==> src/rtl/pipe_scoreboard_pkg.sv <==
// Shared constants and types for the pipeline scoreboard (pipe_scoreboard).
// Result-ready stage indices and the register-file forwarding select.
package pipe_pkg;

    localparam int unsigned RDY_ALU         = 2;
    localparam int unsigned MEM_LAT_DEFAULT = 1;
    localparam int unsigned RDY_LOAD        = RDY_ALU + MEM_LAT_DEFAULT;
    localparam int unsigned SEL_REGFILE     = 0;

    typedef enum logic {
        PROD_ALU  = 1'b0,
        PROD_LOAD = 1'b1
    } prod_kind_e;

    // Stage index at which a producer's result first sits in a pipeline register.
    function automatic int unsigned rdy_of(prod_kind_e kind, int unsigned mem_lat);
        return (kind == PROD_LOAD) ? (RDY_ALU + mem_lat) : RDY_ALU;
    endfunction

endpackage

==> src/rtl/pipe_scoreboard_if.sv <==
// Issue/forwarding bundle between the ID stage and pipe_scoreboard.
// Optional SCB_STALL_CNT_EN adds the saturating stall_cnt observation signal.
interface pipe_scoreboard_if #(
    parameter int unsigned NUM_SRC    = 2,
    parameter int unsigned REG_ADDR_W = 5,
    parameter int unsigned DEPTH      = 3
);

    localparam int unsigned SEL_W = $clog2(DEPTH + 1);

    logic                          issue_valid;
    logic                          issue_wr;
    logic                          issue_is_load;
    logic [REG_ADDR_W-1:0]         issue_dst;
    logic [NUM_SRC*REG_ADDR_W-1:0] src_addr;
    logic [NUM_SRC-1:0]            src_used;
    logic                          flush;
    logic                          stall;
    logic [NUM_SRC*SEL_W-1:0]      fwd_sel;

`ifdef SCB_STALL_CNT_EN
    logic [31:0]                   stall_cnt;

    modport master (
        output issue_valid, issue_wr, issue_is_load, issue_dst,
        output src_addr, src_used, flush,
        input  stall, fwd_sel, stall_cnt
    );

    modport slave (
        input  issue_valid, issue_wr, issue_is_load, issue_dst,
        input  src_addr, src_used, flush,
        output stall, fwd_sel, stall_cnt
    );
`else
    modport master (
        output issue_valid, issue_wr, issue_is_load, issue_dst,
        output src_addr, src_used, flush,
        input  stall, fwd_sel
    );

    modport slave (
        input  issue_valid, issue_wr, issue_is_load, issue_dst,
        input  src_addr, src_used, flush,
        output stall, fwd_sel
    );
`endif

endinterface

==> src/rtl/pipe_scoreboard_src_check.sv <==
// Per-operand producer search: youngest matching in-flight write decides the
// forwarding select or raises a load-use hazard.
module scb_src_check
    import pipe_pkg::*;
#(
    parameter int unsigned REG_ADDR_W = 5,
    parameter int unsigned DEPTH      = 3,
    parameter int unsigned SEL_W      = 2,
    parameter int unsigned RDY_W      = 2
) (
    input  logic                             i_used,
    input  logic [REG_ADDR_W-1:0]            i_addr,
    input  logic [DEPTH-1:0]                 i_valid,
    input  logic [DEPTH-1:0][REG_ADDR_W-1:0] i_dst,
    input  logic [DEPTH-1:0][RDY_W-1:0]      i_rdy,
    output logic [SEL_W-1:0]                 o_sel,
    output logic                             o_hazard
);

    logic w_found;
    logic w_ready;

    // Index s holds stage s+1; the consumer meets that producer at stage s+2.
    always_comb begin
        o_sel    = '0;
        o_hazard = 1'b0;
        w_found  = 1'b0;
        w_ready  = 1'b0;
        for (int unsigned s = 0; s < DEPTH; s++) begin
            w_ready = ((s + 2) >= 32'(i_rdy[s]));
            if (!w_found && i_used && i_valid[s] &&
                (i_dst[s] == i_addr) && (i_addr != '0)) begin
                w_found = 1'b1;
                if (s == DEPTH - 1) begin
                    o_sel = SEL_W'(SEL_REGFILE);
                end else if (w_ready) begin
                    o_sel = SEL_W'(s + 2);
                end else begin
                    o_hazard = 1'b1;
                end
            end
        end
    end

endmodule

==> src/rtl/pipe_scoreboard.sv <==
// Parametrised hazard/forwarding scoreboard tracking DEPTH stages after ID.
// Define SCB_STALL_CNT_EN to add a saturating 32-bit stall cycle counter.
module pipe_scoreboard
    import pipe_pkg::*;
#(
    parameter int unsigned NUM_SRC    = 2,
    parameter int unsigned REG_ADDR_W = 5,
    parameter int unsigned DEPTH      = 3,
    parameter int unsigned MEM_LAT    = MEM_LAT_DEFAULT
) (
    input  logic             clk,
    input  logic             reset,
    pipe_scoreboard_if.slave bus
);

    localparam int unsigned SEL_W = $clog2(DEPTH + 1);
    localparam int unsigned RDY_W = $clog2(DEPTH + 1);

    typedef struct packed {
        logic                  valid;
        logic [REG_ADDR_W-1:0] dst;
        logic [RDY_W-1:0]      rdy;
    } entry_t;

    entry_t                           r_entry [DEPTH];
    logic [NUM_SRC*SEL_W-1:0]         r_fwd_sel;

    entry_t                           w_new_entry;
    prod_kind_e                       w_kind;
    logic [DEPTH-1:0]                 w_valid;
    logic [DEPTH-1:0][REG_ADDR_W-1:0] w_dst;
    logic [DEPTH-1:0][RDY_W-1:0]      w_rdy;
    logic [NUM_SRC*SEL_W-1:0]         w_sel;
    logic [NUM_SRC-1:0]               w_hazard;
    logic                             w_stall;
    logic                             w_accept;

    always_comb begin
        w_valid = '0;
        w_dst   = '0;
        w_rdy   = '0;
        for (int unsigned s = 0; s < DEPTH; s++) begin
            w_valid[s] = r_entry[s].valid;
            w_dst[s]   = r_entry[s].dst;
            w_rdy[s]   = r_entry[s].rdy;
        end
    end

    for (genvar i = 0; i < NUM_SRC; i++) begin : g_src
        scb_src_check #(
            .REG_ADDR_W (REG_ADDR_W),
            .DEPTH      (DEPTH),
            .SEL_W      (SEL_W),
            .RDY_W      (RDY_W)
        ) u_chk (
            .i_used   (bus.src_used[i]),
            .i_addr   (bus.src_addr[i*REG_ADDR_W +: REG_ADDR_W]),
            .i_valid  (w_valid),
            .i_dst    (w_dst),
            .i_rdy    (w_rdy),
            .o_sel    (w_sel[i*SEL_W +: SEL_W]),
            .o_hazard (w_hazard[i])
        );
    end

    // Flush dominates a hazard: the killed instruction becomes a bubble.
    assign w_stall  = bus.issue_valid & ~bus.flush & (|w_hazard);
    assign w_accept = bus.issue_valid & ~w_stall & ~bus.flush;
    assign w_kind   = bus.issue_is_load ? PROD_LOAD : PROD_ALU;

    always_comb begin
        w_new_entry       = '0;
        w_new_entry.valid = w_accept & bus.issue_wr;
        w_new_entry.dst   = bus.issue_dst;
        w_new_entry.rdy   = RDY_W'(rdy_of(w_kind, MEM_LAT));
    end

    always_ff @(posedge clk or negedge reset) begin
        if (!reset) begin
            for (int unsigned s = 0; s < DEPTH; s++) begin
                r_entry[s] <= '0;
            end
            r_fwd_sel <= '0;
        end else begin
            r_entry[0] <= w_new_entry;
            for (int unsigned s = 1; s < DEPTH; s++) begin
                r_entry[s] <= r_entry[s-1];
            end
            r_fwd_sel <= w_accept ? w_sel : '0;
        end
    end

    assign bus.stall   = w_stall;
    assign bus.fwd_sel = r_fwd_sel;

`ifdef SCB_STALL_CNT_EN
    logic [31:0] r_stall_cnt;

    always_ff @(posedge clk or negedge reset) begin
        if (!reset) begin
            r_stall_cnt <= '0;
        end else if (w_stall && (r_stall_cnt != '1)) begin
            r_stall_cnt <= r_stall_cnt + 32'd1;
        end
    end

    assign bus.stall_cnt = r_stall_cnt;
`endif

endmodule
==> src/flat_wrapper.sv <==
// flat-port wrapper written by rule: the top's interface ports become plain ports
module pipe_scoreboard_flat import pipe_pkg::*;
#(
    parameter int unsigned NUM_SRC    = 2,
    parameter int unsigned REG_ADDR_W = 5,
    parameter int unsigned DEPTH      = 3,
    parameter int unsigned MEM_LAT    = MEM_LAT_DEFAULT
)
  (clk, reset, bus_issue_valid, bus_issue_wr, bus_issue_is_load, bus_issue_dst, bus_src_addr, bus_src_used, bus_flush, bus_stall, bus_fwd_sel);
  pipe_scoreboard_if #(.NUM_SRC(NUM_SRC), .REG_ADDR_W(REG_ADDR_W), .DEPTH(DEPTH)) bus_i ();
  input  logic clk;
  input  logic reset;
  input wire logic [$bits(bus_i.issue_valid)-1:0] bus_issue_valid;
  input wire logic [$bits(bus_i.issue_wr)-1:0] bus_issue_wr;
  input wire logic [$bits(bus_i.issue_is_load)-1:0] bus_issue_is_load;
  input wire logic [$bits(bus_i.issue_dst)-1:0] bus_issue_dst;
  input wire logic [$bits(bus_i.src_addr)-1:0] bus_src_addr;
  input wire logic [$bits(bus_i.src_used)-1:0] bus_src_used;
  input wire logic [$bits(bus_i.flush)-1:0] bus_flush;
  output wire logic [$bits(bus_i.stall)-1:0] bus_stall;
  output wire logic [$bits(bus_i.fwd_sel)-1:0] bus_fwd_sel;
  assign bus_i.issue_valid = bus_issue_valid;
  assign bus_i.issue_wr = bus_issue_wr;
  assign bus_i.issue_is_load = bus_issue_is_load;
  assign bus_i.issue_dst = bus_issue_dst;
  assign bus_i.src_addr = bus_src_addr;
  assign bus_i.src_used = bus_src_used;
  assign bus_i.flush = bus_flush;
  assign bus_stall = bus_i.stall;
  assign bus_fwd_sel = bus_i.fwd_sel;
  pipe_scoreboard #(.NUM_SRC(NUM_SRC), .REG_ADDR_W(REG_ADDR_W), .DEPTH(DEPTH), .MEM_LAT(MEM_LAT)) u_core (.clk(clk), .reset(reset), .bus(bus_i));
endmodule
==> config.mk <==
export PLATFORM = sky130hd
export DESIGN_NAME = pipe_scoreboard_flat
export DESIGN_NICKNAME = d
export VERILOG_FILES = /design/src/rtl/pipe_scoreboard_pkg.sv /design/src/rtl/pipe_scoreboard_if.sv /design/src/rtl/pipe_scoreboard_src_check.sv /design/src/rtl/pipe_scoreboard.sv /design/src/flat_wrapper.sv
export SDC_FILE = /design/constraint.sdc
export NUM_CORES = 1
export LEC_CHECK = 0
export CAP_MARGIN = 25
export CORE_MARGIN = 2
export CORE_UTILIZATION = 43
export CTS_CLUSTER_SIZE = 40
export DETAILED_ROUTE_END_ITERATION = 16
export GPL_ROUTABILITY_DRIVEN = 0
export PLACE_DENSITY = 0.74
export SETUP_SLACK_MARGIN = 0.15
export SLEW_MARGIN = 20
export SYNTH_ARGS = -nofsm -noshare
export SYNTH_HDL_FRONTEND = slang
export SYNTH_HIERARCHICAL = 1
export SYNTH_SLANG_ARGS = --single-unit
export TNS_END_PERCENT = 5
==> constraint.sdc <==
create_clock -name clk -period 1.75 [get_ports clk]
set_clock_uncertainty 0.1 [all_clocks]
set_input_delay 0.175 -clock clk [delete_from_list [all_inputs] [get_ports clk]]
set_output_delay 0.175 -clock clk [all_outputs]
set_load 0.1 [all_outputs]
==> impl_metrics.py, run 1 <==
metrics = {
    "hold_path": {
        "hp-class": "input pin to async pin",
    },
    "global_route": {
        "grt_pass1_wl_um": 3340,
        "grt_max_degree": 19,
        "grt_use_total": 0.183,
        "gr-total-overflow": 0,
        "first_global_vias": 724,
        "antenna_found_initial": 0,
    },
    "critical_path": {
        "crit_chain": "xor2_1, nor4_4, nand3_2, nor3_2, nor2_1, nor3b_4, buf_12",
        "cp-start-kind": "register",
        "cpPeakStageDelay_ns": 0.44,
        "setup.worst_path.end_class": "output pin",
        "cpLargestDelayFamily": "simple AND/OR/NAND/NOR gates",
        "arrival_ns": 2.09,
        "cp_max_fo": 3,
        "path_buf_inv": 1,
        "slowest_stage": "dfrtp_1",
        "critPathKind": "register to output pin",
        "cp.required_ns": 1.47,
    },
    "drt": {
        "drcViolationCount": 0,
        "viasPerCell": 4.78,
        "routed-via-count": 689,
        "wire_per_inst_um": 13.6,
        "ant_nets": 0,
        "drtPass1Iterations": 4,
        "wirelength_um": 1960,
        "drtIter0Drc": 16,
    },
    "sta": {
        "setup_ws_ns": -0.612,
        "period_minus_slack_ns": 2.36,
        "hold_violations": 0,
        "fin_tns_setup_ns": -1.10,
        "period_share": 1.35,
        "rsz0062_at_grt": "yes",
        "finalMaxSlewViolations": 0,
        "setup_viol": 6,
        "max_freq_mhz": 423,
    },
    "clock_network": {
        "cts_root_buf": "clkbuf_4",
        "worst_setup_hold_path_clk_slew_ns": 0.10,
        "cts_buffers": 3,
        "cts_hold_buf": 0,
        "clockBufferDepth": 2,
        "htree_levels": 1,
        "clkLatencyLatePin_ns": 0.29,
        "cts.sinks": 18,
        "cts_tree": "built",
    },
    "status": {
        "violations": "setup timing",
        "status": "complete, but fails checks",
    },
    "job": {
        "drv_cap": 0,
    },
    "finish": {
        "n_fill_cell": 141,
        "final_area_sq_um": 1410,
        "finalNonFillerCells": 144,
        "antennaDiodeCount": 0,
        "synthToLayoutAreaGrowth_pct": 60.6,
        "fin_nets": 142,
        "drive_gt1_frac": 0.291,
    },
    "yosys": {
        "yosysWarnings": 6,
        "syn_avg_cell_area_sq_um": 12.3,
        "syn_nets": 94,
        "syn-cell-area_sq_um": 876,
        "synthCells": 71,
    },
    "pwr": {
        "powerDensity_nw_per_um2": 580,
        "leakage_nw": 0.604,
        "vdd_ir_drop_max_mv": 0.613,
    },
    "placement": {
        "place_hpwl_um": 1460,
        "port_buffers": 27,
        "dp_cells": 139,
        "placed_cell_area_sq_um": 1360,
    },
    "floorplan": {
        "fp-row-count": 16,
        "dieHeight_um": 49.1,
        "core_sq_um": 1940,
        "start_util": 0.451,
        "pin_count": 28,
        "fp.dieW_um": 49.1,
        "die-area_sq_um": 2410,
    },
}
[path summary, 6_finish.rpt]
kind,start,end,slack (ns),cells after the start
setup / recovery,u_core/r_entry[21],bus_stall,-0.61,7
hold / removal,reset,u_core/r_entry[17],0.1,2
setup reg to reg,u_core/r_entry[20],u_core/bus.fwd_sel[3],-0.07,7
hold reg to reg,u_core/r_entry[18],u_core/r_entry[10],0.36,0
max in group asynchronous,reset,u_core/r_entry[14],1.26,2
min in group clk,bus_issue_dst[1],u_core/r_entry[19],0.22,1
[flip-flops by register name (all words and copies together) (netlist names)]
signal and flops:
u_core/bus.fwd_sel 4, u_core/r_entry 14
[stage by stage]
| step | hold WS, ns | setup WS, ns | utilization | total power, W |
|---|---|---|---|---|
| 2_1_floorplan | -0.221 | -0.707 | - | 0.000516 |
| 3_3_place_gp | 0.333 | -0.491 | 0.698 | 0.000613 |
| 3_5_place_dp | 0.335 | -0.562 | 0.698 | 0.000616 |
| 4_1_cts | 0.106 | -0.621 | 0.723 | 0.000820 |
| 5_1_grt | 0.133 | -0.722 | 0.724 | 0.000849 |
| 6_report | 0.0990 | -0.612 | 0.724 | 0.000816 |
[timing repair]
item | 4_1_cts | 5_1_grt
setup buffers | 2 | 0
gates resized for setup | 8 | 1
setup endpoints to repair | 6 | 6
pin swaps | 6 | 2
[final cells by class]
| cell class | count | area, sq um | area share |
|---|---|---|---|
| multi-input cells | 53 | 463 | 0.329 |
| flip-flops and latches | 18 | 450 | 0.320 |
| repair buffers | 43 | 437 | 0.310 |
| well taps | 27 | 33.8 | 0.0240 |
| clock buffers | 3 | 22.5 | 0.0160 |
[report_power, final]
part / switching [W] / leakage (nW) / total (W) / internal (W)
registers: 0.0000153 / 0.223 / 0.000447 / 0.000432
logic: 0.0000708 / 0.368 / 0.000165 / 0.0000945
clock network: 0.000124 / 0.0138 / 0.000204 / 0.0000801
total: 0.000210 / 0.604 / 0.000816 / 0.000606
[placed cells by master, fill, tap and decap left out]
cell type and instances:
a31o_1 2, a21oi_1 2, nand2_1 2, o21ai_2 1, nor2_1 1, and2_1 5
or4_4 1, nor3b_4 1, xnor2_1 4, nor3b_1 2, conb_1 1, buf_12 5
o21ai_4 1, dfrtp_1 18, clkbuf_4 3, dlymetal6s2s_1 1, nor3_2 2, buf_4 16
or4_1 1, dlygate4sd2_1 5, nor2b_1 2, xor2_1 16, nor4_1 2, clkdlybuf4s50_1 16
nand3_1 3, nor4b_4 1, nand3_2 1, nor4_4 2
[metal layers]
layer,track usage,vias up,part of all wire
li1,-,341,-
met1,0.234,324,0.45
met2,0.306,22,0.50
met3,0.0276,2,0.049
met4,0.0762,0,0.0066
met5,0,-,0
[worst register-to-register path: cells and delay by family (launching register included)]
| family | cells | cell delay, ns |
|---|---|---|
| xor+xnor | 1 | 0.19 |
| simple gates | 5 | 0.86 |
| buf+inv | 1 | 0.15 |
| flops | 1 | 0.41 |
No activity file was read; power rests on OpenSTA's default activity.
==> run 2, diff against run 1 <==
Settings changed: ABC_AREA set to 1, ABC_CLOCK_PERIOD_IN_PS set to 1750, CORE_UTILIZATION 43 to 45.
==> impl_metrics.py, run 2 <==
metrics = {
    "critical_path": {
        "crit_path_end": "bus_stall",
        "crit_chain": "inv_1, nand2_1, nand2_1, inv_1, nand2_1, nor2_2, nand2_2, nor3_2, nor2_2, nor3_4, buf_12",
        "timing.rr.start": "u_core/r_entry[19]",
        "cp-start-kind": "register",
        "rrSetupSlack_ns": 0.11,
        "cp.required_ns": 1.47,
        "arrival_ns": 1.82,
        "setup.worst_path.end_class": "output pin",
        "critPathKind": "register to output pin",
        "startpoint": "u_core/r_entry[19]",
        "cpPeakStageDelay_ns": 0.43,
        "reg2reg_to": "u_core/bus.fwd_sel[2]",
        "slowest_stage": "dfrtp_1",
        "reg2reg_depth": 12,
        "cp_common_cell": "nand2_1",
        "cp_max_fo": 5,
    },
    "global_route": {
        "gr-total-overflow": 0,
        "grt_pass1_wl_um": 4160,
        "first_global_vias": 1043,
        "grt_use_total": 0.208,
        "grt_max_degree": 19,
        "antenna_found_initial": 0,
    },
    "clock_network": {
        "cts_buffers": 3,
        "cts_hold_buf": 0,
        "post-cts-setup-buffers": 0,
        "clkLatencyLatePin_ns": 0.29,
        "cts_root_buf": "clkbuf_4",
        "cts.sinks": 18,
        "htree_levels": 1,
        "worst_setup_hold_path_clk_slew_ns": 0.09,
        "clockBufferDepth": 2,
        "cts_tree": "built",
    },
    "sta": {
        "hold_violations": 0,
        "finalMaxSlewViolations": 0,
        "period_minus_slack_ns": 2.10,
        "rsz0062_at_grt": "yes",
        "period_share": 1.20,
        "setup_ws_ns": -0.349,
        "max_freq_mhz": 476,
        "setup_viol": 1,
    },
    "drt": {
        "wirelength_um": 2590,
        "wl_met2_um": 1310,
        "top_layer": "met4",
        "viasPerCell": 4.59,
        "drtPass1Iterations": 4,
        "routed-wl-met3_um": 164,
        "drcViolationCount": 0,
        "wire_per_inst_um": 10.8,
        "drtIter0Drc": 24,
        "ant_nets": 0,
        "routed-via-count": 1096,
        "wl_met1_um": 1090,
    },
    "finish": {
        "multiInputGateArea_sq_um": 490,
        "n_fill_cell": 200,
        "final_area_sq_um": 1580,
        "max_flop_register": "u_core/r_entry",
        "largest_reg_flops": 14,
        "ff_latch_area_sq_um": 453,
        "antennaDiodeCount": 0,
        "fin_nets": 236,
        "drive_gt1_frac": 0.213,
        "final_cell_mix": "64 x nand2_1, 40 x inv_1, 22 x clkdlybuf4s50_1",
        "synthToLayoutAreaGrowth_pct": 43.7,
        "mostFrequentLayoutCell": "nand2_1",
    },
    "yosys": {
        "synthCells": 170,
        "yosysWarnings": 6,
        "syn_nets": 193,
        "syn-cell-area_sq_um": 1100,
        "syn_avg_cell_area_sq_um": 6.45,
    },
    "pwr": {
        "vdd_ir_drop_max_mv": 0.508,
        "leakage_nw": 0.890,
        "powerDensity_nw_per_um2": 520,
    },
    "floorplan": {
        "start_util": 0.487,
        "dieHeight_um": 53.4,
        "core_sq_um": 2250,
        "fp-row-count": 17,
        "pin_count": 28,
        "die-area_sq_um": 2850,
        "fp.dieW_um": 53.4,
    },
    "job": {
        "drv_cap": 0,
    },
    "placement": {
        "port_buffers": 27,
        "place_hpwl_um": 2070,
        "placed_cell_area_sq_um": 1550,
        "preCtsSetupSlack_ns": -0.255,
    },
    "status": {
        "violations": "setup timing",
        "status": "complete, but fails checks",
    },
    "hold_path": {
        "hp-class": "input pin to async pin",
    },
}
run 2: metal layers:
| layer | global-route usage | vias up |
|---|---|---|
| met2 | 0.381 | 31 |
| li1 | - | 564 |
| met3 | 0.0395 | 4 |
| met5 | 0 | - |
| met4 | 0.103 | 0 |
| met1 | 0.226 | 497 |
run 2: worst max-delay path: cells and delay by family, from the launching register on:
kind | cells | cell delay [ns]
simple gates | 8 | 0.79
flops | 1 | 0.43
buf+inv | 3 | 0.32
run 2: timing repair:
item,in CTS,in global routing
pin swaps,0,1
setup endpoints to repair,6,6
resized for setup,2,1
run 2: cell type report:
type	instances	area share
well taps	28	0.0222
clock buffers	3	0.0143
inverters	46	0.110
repair buffers	38	0.256
flip-flops and latches	18	0.287
multi-input cells	106	0.311
run 2: how the worst min path moves through the flow:
stage	from	endpoint	slack, ns	cells past startpoint
floorplan	reset	u_core/bus.fwd_sel[0]	-0.22	0
global route	reset	u_core/bus.fwd_sel[2]	0.13	2
finish	reset	u_core/bus.fwd_sel[2]	0.12	2
CTS	reset	u_core/r_entry[23]	0.13	2
global placement	u_core/r_entry[23]	u_core/r_entry[15]	0.31	0
detailed placement	u_core/r_entry[23]	u_core/r_entry[15]	0.32	0
run 2: power breakdown:
part	internal (W)	leakage (nW)	switching [W]
Clock	0.0000800	0.0138	0.000119
Sequential	0.000432	0.221	0.0000185
Combinational	0.0000843	0.656	0.0000858
Total	0.000596	0.890	0.000223
run 2: metrics by stage:
step                       util  instances  setup TNS, ns  hold WS [ns]  total power [W]
after CTS                 0.699        239         -0.309         0.130         0.000829
after global placement    0.686        236         -0.749         0.307         0.000619
after floorplan               -        170         -0.254        -0.221         0.000527
after global routing      0.699        239         -0.472         0.131         0.000868
after detailed placement  0.686        236         -0.846         0.320         0.000627
final                     0.699        239         -0.349         0.123         0.000819
==> run 3, diff against run 2 <==
Settings changed: CTS_BUF_LIST set to sky130_fd_sc_hd__clkbuf_4.
==> results of run 3 <==
No change in the layout: final DEF, timing and power equal those of run 2.
